`config.mk`:
```
export PLATFORM = sky130hd
export DESIGN_NAME = morse_disp_ctrl
export DESIGN_NICKNAME = d
export VERILOG_FILES = /design/src/rtl/morse_disp_ctrl.sv
export SDC_FILE = /design/constraint.sdc
export NUM_CORES = 1
export LEC_CHECK = 0
export ABC_CLOCK_PERIOD_IN_PS = 4870
export BUFFER_PORTS_ARGS = -buffer_cell sky130_fd_sc_hd__clkbuf_2
export CAP_MARGIN = 20
export CORE_MARGIN = 1
export CORE_UTILIZATION = 45
export CTS_CLUSTER_DIAMETER = 40
export DETAILED_ROUTE_END_ITERATION = 12
export PLACE_DENSITY = 0.71
export SLEW_MARGIN = 20
export SYNTH_ARGS = -nofsm -noshare
export SYNTH_HDL_FRONTEND = slang
export SYNTH_SLANG_ARGS = --single-unit
```
`constraint.sdc`:
```
create_clock -name clk -period 4.87 [get_ports clk]
set_input_delay 0.974 -clock clk [delete_from_list [all_inputs] [get_ports clk]]
set_output_delay 0.974 -clock clk [all_outputs]
set_load 0.05 [all_outputs]
```
`src/rtl/morse_disp_ctrl.sv`:
```
// Morse display sequencer: arbitrates char pushes, backspace and clear into shift-register commands.
// Optional DISPCTRL_DROP_CNT_EN adds a saturating drop_cnt output for discarded/merged requests.
module morse_disp_ctrl #(
   parameter int         DEPTH  = 8,
   parameter bit         SCROLL = 1'b1,
   parameter logic [7:0] BLANK  = 8'hFF
) (
   input  logic       clk,
   input  logic       rst,
   input  logic       char_valid,
   input  logic [7:0] char_data,
   output logic       char_ready,
   input  logic       bksp_req,
   input  logic       clear_req,
   output logic       sr_en,
   output logic       sr_dir,
   output logic [7:0] sr_data,
   output logic [3:0] count,
   output logic       full,
   output logic       empty,
   output logic       busy
`ifdef DISPCTRL_DROP_CNT_EN
   ,
   output logic [7:0] drop_cnt
`endif
);

   localparam logic [3:0] DEPTH_C = 4'(DEPTH);

   typedef enum logic [1:0] {IDLE, PUSH, POP, CLR} state_t;

   state_t     state, state_nx;
   logic       bksp_pend, bksp_pend_nx;
   logic       clr_pend, clr_pend_nx;
   logic [3:0] count_nx;
   logic [3:0] clr_cnt, clr_cnt_nx;
   logic       sr_dir_nx;
   logic [7:0] sr_data_nx;
   logic       clr_eff, bk_eff;

   assign sr_en = (state != IDLE);
   assign busy  = (state != IDLE);
   assign full  = (count == DEPTH_C);
   assign empty = (count == 4'd0);

   // Same-cycle pulses are seen by IDLE arbitration so a request in cycle N shifts in N+1
   assign clr_eff = clr_pend | clear_req;
   assign bk_eff  = bksp_pend | bksp_req;

   always_comb begin
      char_ready   = !rst && (state == IDLE) && !bksp_pend && !clr_pend &&
                     !bksp_req && !clear_req && (SCROLL || !full);
      state_nx     = state;
      clr_pend_nx  = clr_pend | clear_req;
      bksp_pend_nx = bksp_pend | bksp_req;
      count_nx     = count;
      clr_cnt_nx   = clr_cnt;
      sr_dir_nx    = sr_dir;
      sr_data_nx   = sr_data;
      case (state)
         IDLE: begin
            // Every IDLE branch consumes whatever is pending; clear subsumes backspace
            clr_pend_nx  = 1'b0;
            bksp_pend_nx = 1'b0;
            if (clr_eff) begin
               state_nx   = CLR;
               clr_cnt_nx = 4'd0;
               sr_dir_nx  = 1'b1;
               sr_data_nx = BLANK;
            end else if (bk_eff) begin
               if (count != 4'd0) begin
                  state_nx   = POP;
                  sr_dir_nx  = 1'b1;
                  sr_data_nx = BLANK;
               end
            end else if (char_valid && char_ready) begin
               state_nx   = PUSH;
               sr_dir_nx  = 1'b0;
               sr_data_nx = char_data;
            end
         end
         PUSH: begin
            state_nx = IDLE;
            if (count != DEPTH_C) count_nx = count + 4'd1;
         end
         POP: begin
            state_nx = IDLE;
            if (count != 4'd0) count_nx = count - 4'd1;
         end
         CLR: begin
            if (clr_cnt == DEPTH_C - 4'd1) begin
               state_nx = IDLE;
               count_nx = 4'd0;
            end else begin
               clr_cnt_nx = clr_cnt + 4'd1;
            end
         end
         default: state_nx = IDLE;
      endcase
   end

   always_ff @(posedge clk) begin
      if (rst) begin
         state     <= IDLE;
         bksp_pend <= 1'b0;
         clr_pend  <= 1'b0;
         count     <= 4'd0;
         clr_cnt   <= 4'd0;
         sr_dir    <= 1'b0;
         sr_data   <= BLANK;
      end else begin
         state     <= state_nx;
         bksp_pend <= bksp_pend_nx;
         clr_pend  <= clr_pend_nx;
         count     <= count_nx;
         clr_cnt   <= clr_cnt_nx;
         sr_dir    <= sr_dir_nx;
         sr_data   <= sr_data_nx;
      end
   end

`ifdef DISPCTRL_DROP_CNT_EN
   logic [1:0] drop_inc;
   logic [8:0] drop_sum;

   always_comb begin
      drop_inc = 2'd0;
      if (bksp_req && bksp_pend) drop_inc = drop_inc + 2'd1;
      if (clear_req && clr_pend) drop_inc = drop_inc + 2'd1;
      if ((state == IDLE) && !clr_eff && bk_eff && (count == 4'd0)) drop_inc = drop_inc + 2'd1;
      drop_sum = {1'b0, drop_cnt} + {7'd0, drop_inc};
   end

   always_ff @(posedge clk) begin
      if (rst) drop_cnt <= 8'd0;
      else     drop_cnt <= drop_sum[8] ? 8'hFF : drop_sum[7:0];
   end
`endif

endmodule

```
Yosys cells after proc, flatten, opt, wreduce, memory -nomap -nowiden --
Index checks and enable logic that the tools add are counted.
Storage, ports and cells: output and inout bits 18, bits in registers 21, bits of input ports 13
Operators by class: muxes and demuxes 21, reduce and logical (&&, ||, !) cells 24, eq/ne operators 14, add/sub/neg operators 3, bitwise logic cells 2
Operators by type and width (count):
- $mux W8 | 4
- $mux W4 | 5
- $pmux W4 S3 | 1
- $mux W2 | 5
- $ne A2 B2 Y1 const B | 5
- $reduce_and A3 Y1 | 3
- $add A4 B1 Y4 const B | 2
- $ne A4 B3 Y1 const B | 2
- $pmux W4 S2 | 1
- $logic_and A1 B1 Y1 | 6
- $pmux W2 S3 | 1
- $reduce_bool A3 Y1 | 2
- $logic_not A1 Y1 | 5
- $eq A2 B2 Y1 const B | 2
- $eq A4 B3 Y1 const B | 1
- $eq A4 B4 Y1 const B | 1
- $logic_not A4 Y1 | 1
- $mux W1 | 4
- $ne A4 B4 Y1 const B | 1
- $reduce_and A4 Y1 | 1
- $reduce_bool A2 Y1 | 2
- $reduce_bool A4 Y1 | 1
- $reduce_or A2 Y1 | 2
- $sub A4 B1 Y4 const B | 1
- 4 further kinds | 5

Logic depth before layout (Yosys ltp) --
depth in word-level cells 11, mapped depth 7

Worst setup path before layout --
OpenSTA, ideal clock, no wires.
kind input to output, start input clear_req, end output char_ready, stages on the path 3, data required time 3.896 ns, path buffers 0, path slack 1.252 ns, arrival 2.644 ns, cells stage by stage nor2_4 -> nand2_1 -> nor4_1
Between the ends: word-level cells in the longest chain between the ends 2
RTL lines:
- from (decl) | line 14 | input logic clear_req,
- $logic_not A1 Y1 | line 52 | !bksp_req && !clear_req && (SCROLL || !full);
- $logic_and A1 B1 Y1 | line 52
- to (decl) | line 12 | output logic char_ready,
No other way between the ends.

Worst setup path in the final report --
Same ends and word-level chain as after synthesis.

==> impl_metrics.yaml <==
route:
  drc: 0
  vias: 889
  ant_nets: 0
  initialDrtViolationCount: 10
  wire_per_inst_um: 12.4
  firstDrtPassIters: 4
  routed_wl_um: 2030
  via_per_inst: 5.42
setup_path:
  rr_worst_depth: 5
  worstPathRequired_ns: 3.90
  crit_type: "in2out"
  cp_slowest_stage_delay_ns: 0.33
  cp_max_fo: 5
  end_kind: "output pin"
  crit_start: "clear_req"
  timing.rr.start: "state[1]"
  slowest_stage: "clkbuf_2"
  r2r-end: "count[2]"
  arrival_ns: 1.89
  critPathMostFrequentCell: "clkbuf_2"
  r2r_slack_ns: 2.90
  endpoint: "char_ready"
  path_cells: "clkbuf_2 > nor2_4 > nand2_1 > nor4_1 > clkbuf_2"
  start_kind: "primary input"
cts:
  clk_pin_slew_ns: 0.10
  cts_setup_buffers: 0
  clk_latency_ns: 0.30
  cts_tree: "built"
  clk_path_buf_depth: 2
  h-tree-depth: 1
  cts_buffers: 3
  cts_hold_buf: 0
  clock-root-buffer: "clkbuf_4"
  ctsResizeCount: 0
  cts.sinks: 21
floorplanning:
  die_h_um: 50.1
  start_util: 0.476
  die_w_um: 50.1
  num_rows: 17
  die-area_sq_um: 2510
  core_area_sq_um: 2190
  num_io_pins: 31
yosys:
  netlist.area_leader.share: 0.403
  syn_area_sq_um: 1040
  synth.ff_latch_count: 21
  synth_edf_count: 0
  syn_nets: 125
  syn_inst: 108
  syn_area_per_cell_sq_um: 9.65
  yosysTopAreaCell: "dfxtp_1"
  yosys-top-cells-area: "dfxtp_1, o22a_1, a21oi_1"
  ys.flop_type: "dfxtp_1"
  async_flop_share: 0
  ys_warn_count: 0
  synth_seq_area_share: 0.403
  yosysUniqueCellTypes: 42
power:
  p_sw_frac: 0.436
  power.switching_mw: 0.225
  p_int_mw: 0.291
  combPwrFrac: 0.432
  p_leak_nw: 0.514
  pwr_density_cell_nw_per_um2: 426
  power.clock.fraction: 0.158
  peakVddDrop_mv: 0.275
  pwr-share-seq: 0.410
cells_and_area:
  area_growth_pct: 16.2
  layout.nets: 154
  drive_gt1_frac: 0.309
  mostFrequentLayoutCells: "clkbuf_2, dfxtp_1, a21oi_1, o22a_1"
  design_area_sq_um: 1210
  layout_commonest_cell: "clkbuf_2"
  antenna_cells: 0
timing:
  slew_viol_final: 0
  clock.fmax_mhz: 349
  fin_crit_ns: 2.86
  fin_crit_sh: 0.588
  worst_slew_pin_slew_ns: 0.425
  slew_headroom: 0.716
  setup-violations-final: 0
  rsz0062_at_grt: "false"
  setup_tns_ns: 0
  final_hold_viol_count: 0
  fin_worst_skew_ns: 0.00984
worst_hold_path:
  hp-class: "reg2reg"
status:
  status: "finished clean"
placement:
  routabilityCongestion: 0.751
  dp_hpwl_um: 1560
  place_area_sq_um: 1180
  numPortBuffers: 30
global_routing:
  track_usage: 0.178
  grt_pass1_wl_um: 3420
  grt_pass1_vias: 807
  overflow: 0
  antenna_found_initial: 0
  grt_max_degree: 16
run:
  cap_violations: 0
-- stage by stage --
step	hold slack, ns	worst slack, ns	power (mW)	std cells	util
after detailed placement	0.472	2.05	0.440	160	0.541
after floorplan	0.449	1.25	0.400	108	-
after global routing	0.503	1.99	0.547	164	0.553
final	0.485	2.01	0.516	164	0.553
after global placement	0.465	2.08	0.437	160	0.541
after CTS	0.489	2.05	0.522	164	0.553
-- synth_stat cells, types with 3 or more instances --
library cell and number:
dfxtp_1 21, a21oi_1 11, o22a_1 8, nand2_1 5, o21ai_0 5, nor2_1 4
nor3_1 4, ha_1 3, or3_1 3
-- cell type report --
type                       count  area, sq um
clock buffer                   4         26.3
timing repair buffer          30          150
tap                           28         35.0
fill                         212          980
inverter                       3         12.5
sequential                    21          420
multi-input combinational     78          567
-- critical path, delay by kind of cell --
kind	cells	cell delay, ns
buffers and inverters	2	0.44
AND/OR/NAND/NOR	3	0.47
-- sequential cells by signal (all words and copies together), names as in the netlist --
register	flops
clr_cnt	4
sr_data	8
bksp_pend	1
sr_dir	1
clr_pend	1
state	2
count	4
-- worst min path at each step --
stage	from	to	slack, ns	cells past startpoint
2_1_floorplan	clr_cnt[1]	clr_cnt[1]	0.45	2
3_3_place_gp	clr_cnt[1]	clr_cnt[1]	0.46	2
3_5_place_dp	sr_data[3]	sr_data[3]	0.47	1
4_1_cts	clr_cnt[1]	clr_cnt[1]	0.49	2
5_1_grt	clr_cnt[1]	clr_cnt[1]	0.50	2
6_report	clr_cnt[1]	clr_cnt[1]	0.49	2
-- power by group through the flow --
stage	logic, mW	clock network (mW)	registers, mW
CTS	0.225	0.0854	0.212
global route	0.241	0.0903	0.215
finish	0.223	0.0817	0.212
floorplan	0.163	0	0.237
global placement	0.222	0	0.215
detailed placement	0.224	0	0.216
-- logic make-up (layout without fill, tap and decap cells) --
group | count (synthesis) | in the layout | synth area share
flops | 21 | 21 | 0.403
fa+ha+maj | 4 | 4 | 0.0552
buf+inv | 9 | 37 | 0.0528
simple gates | 35 | 35 | 0.210
xor+xnor | 3 | 3 | 0.0252
compound gates | 36 | 36 | 0.253
-- per-layer routing --
metal  GRT usage  vias to the layer above  part of all wire
met1       0.217                      400              0.45
li1            -                      459                 -
met3      0.0278                        4             0.045
met2       0.309                       26              0.49
met4      0.0714                        0             0.012
met5           0                        -                 0
Note: power is estimated with default switching activity, not from simulation.
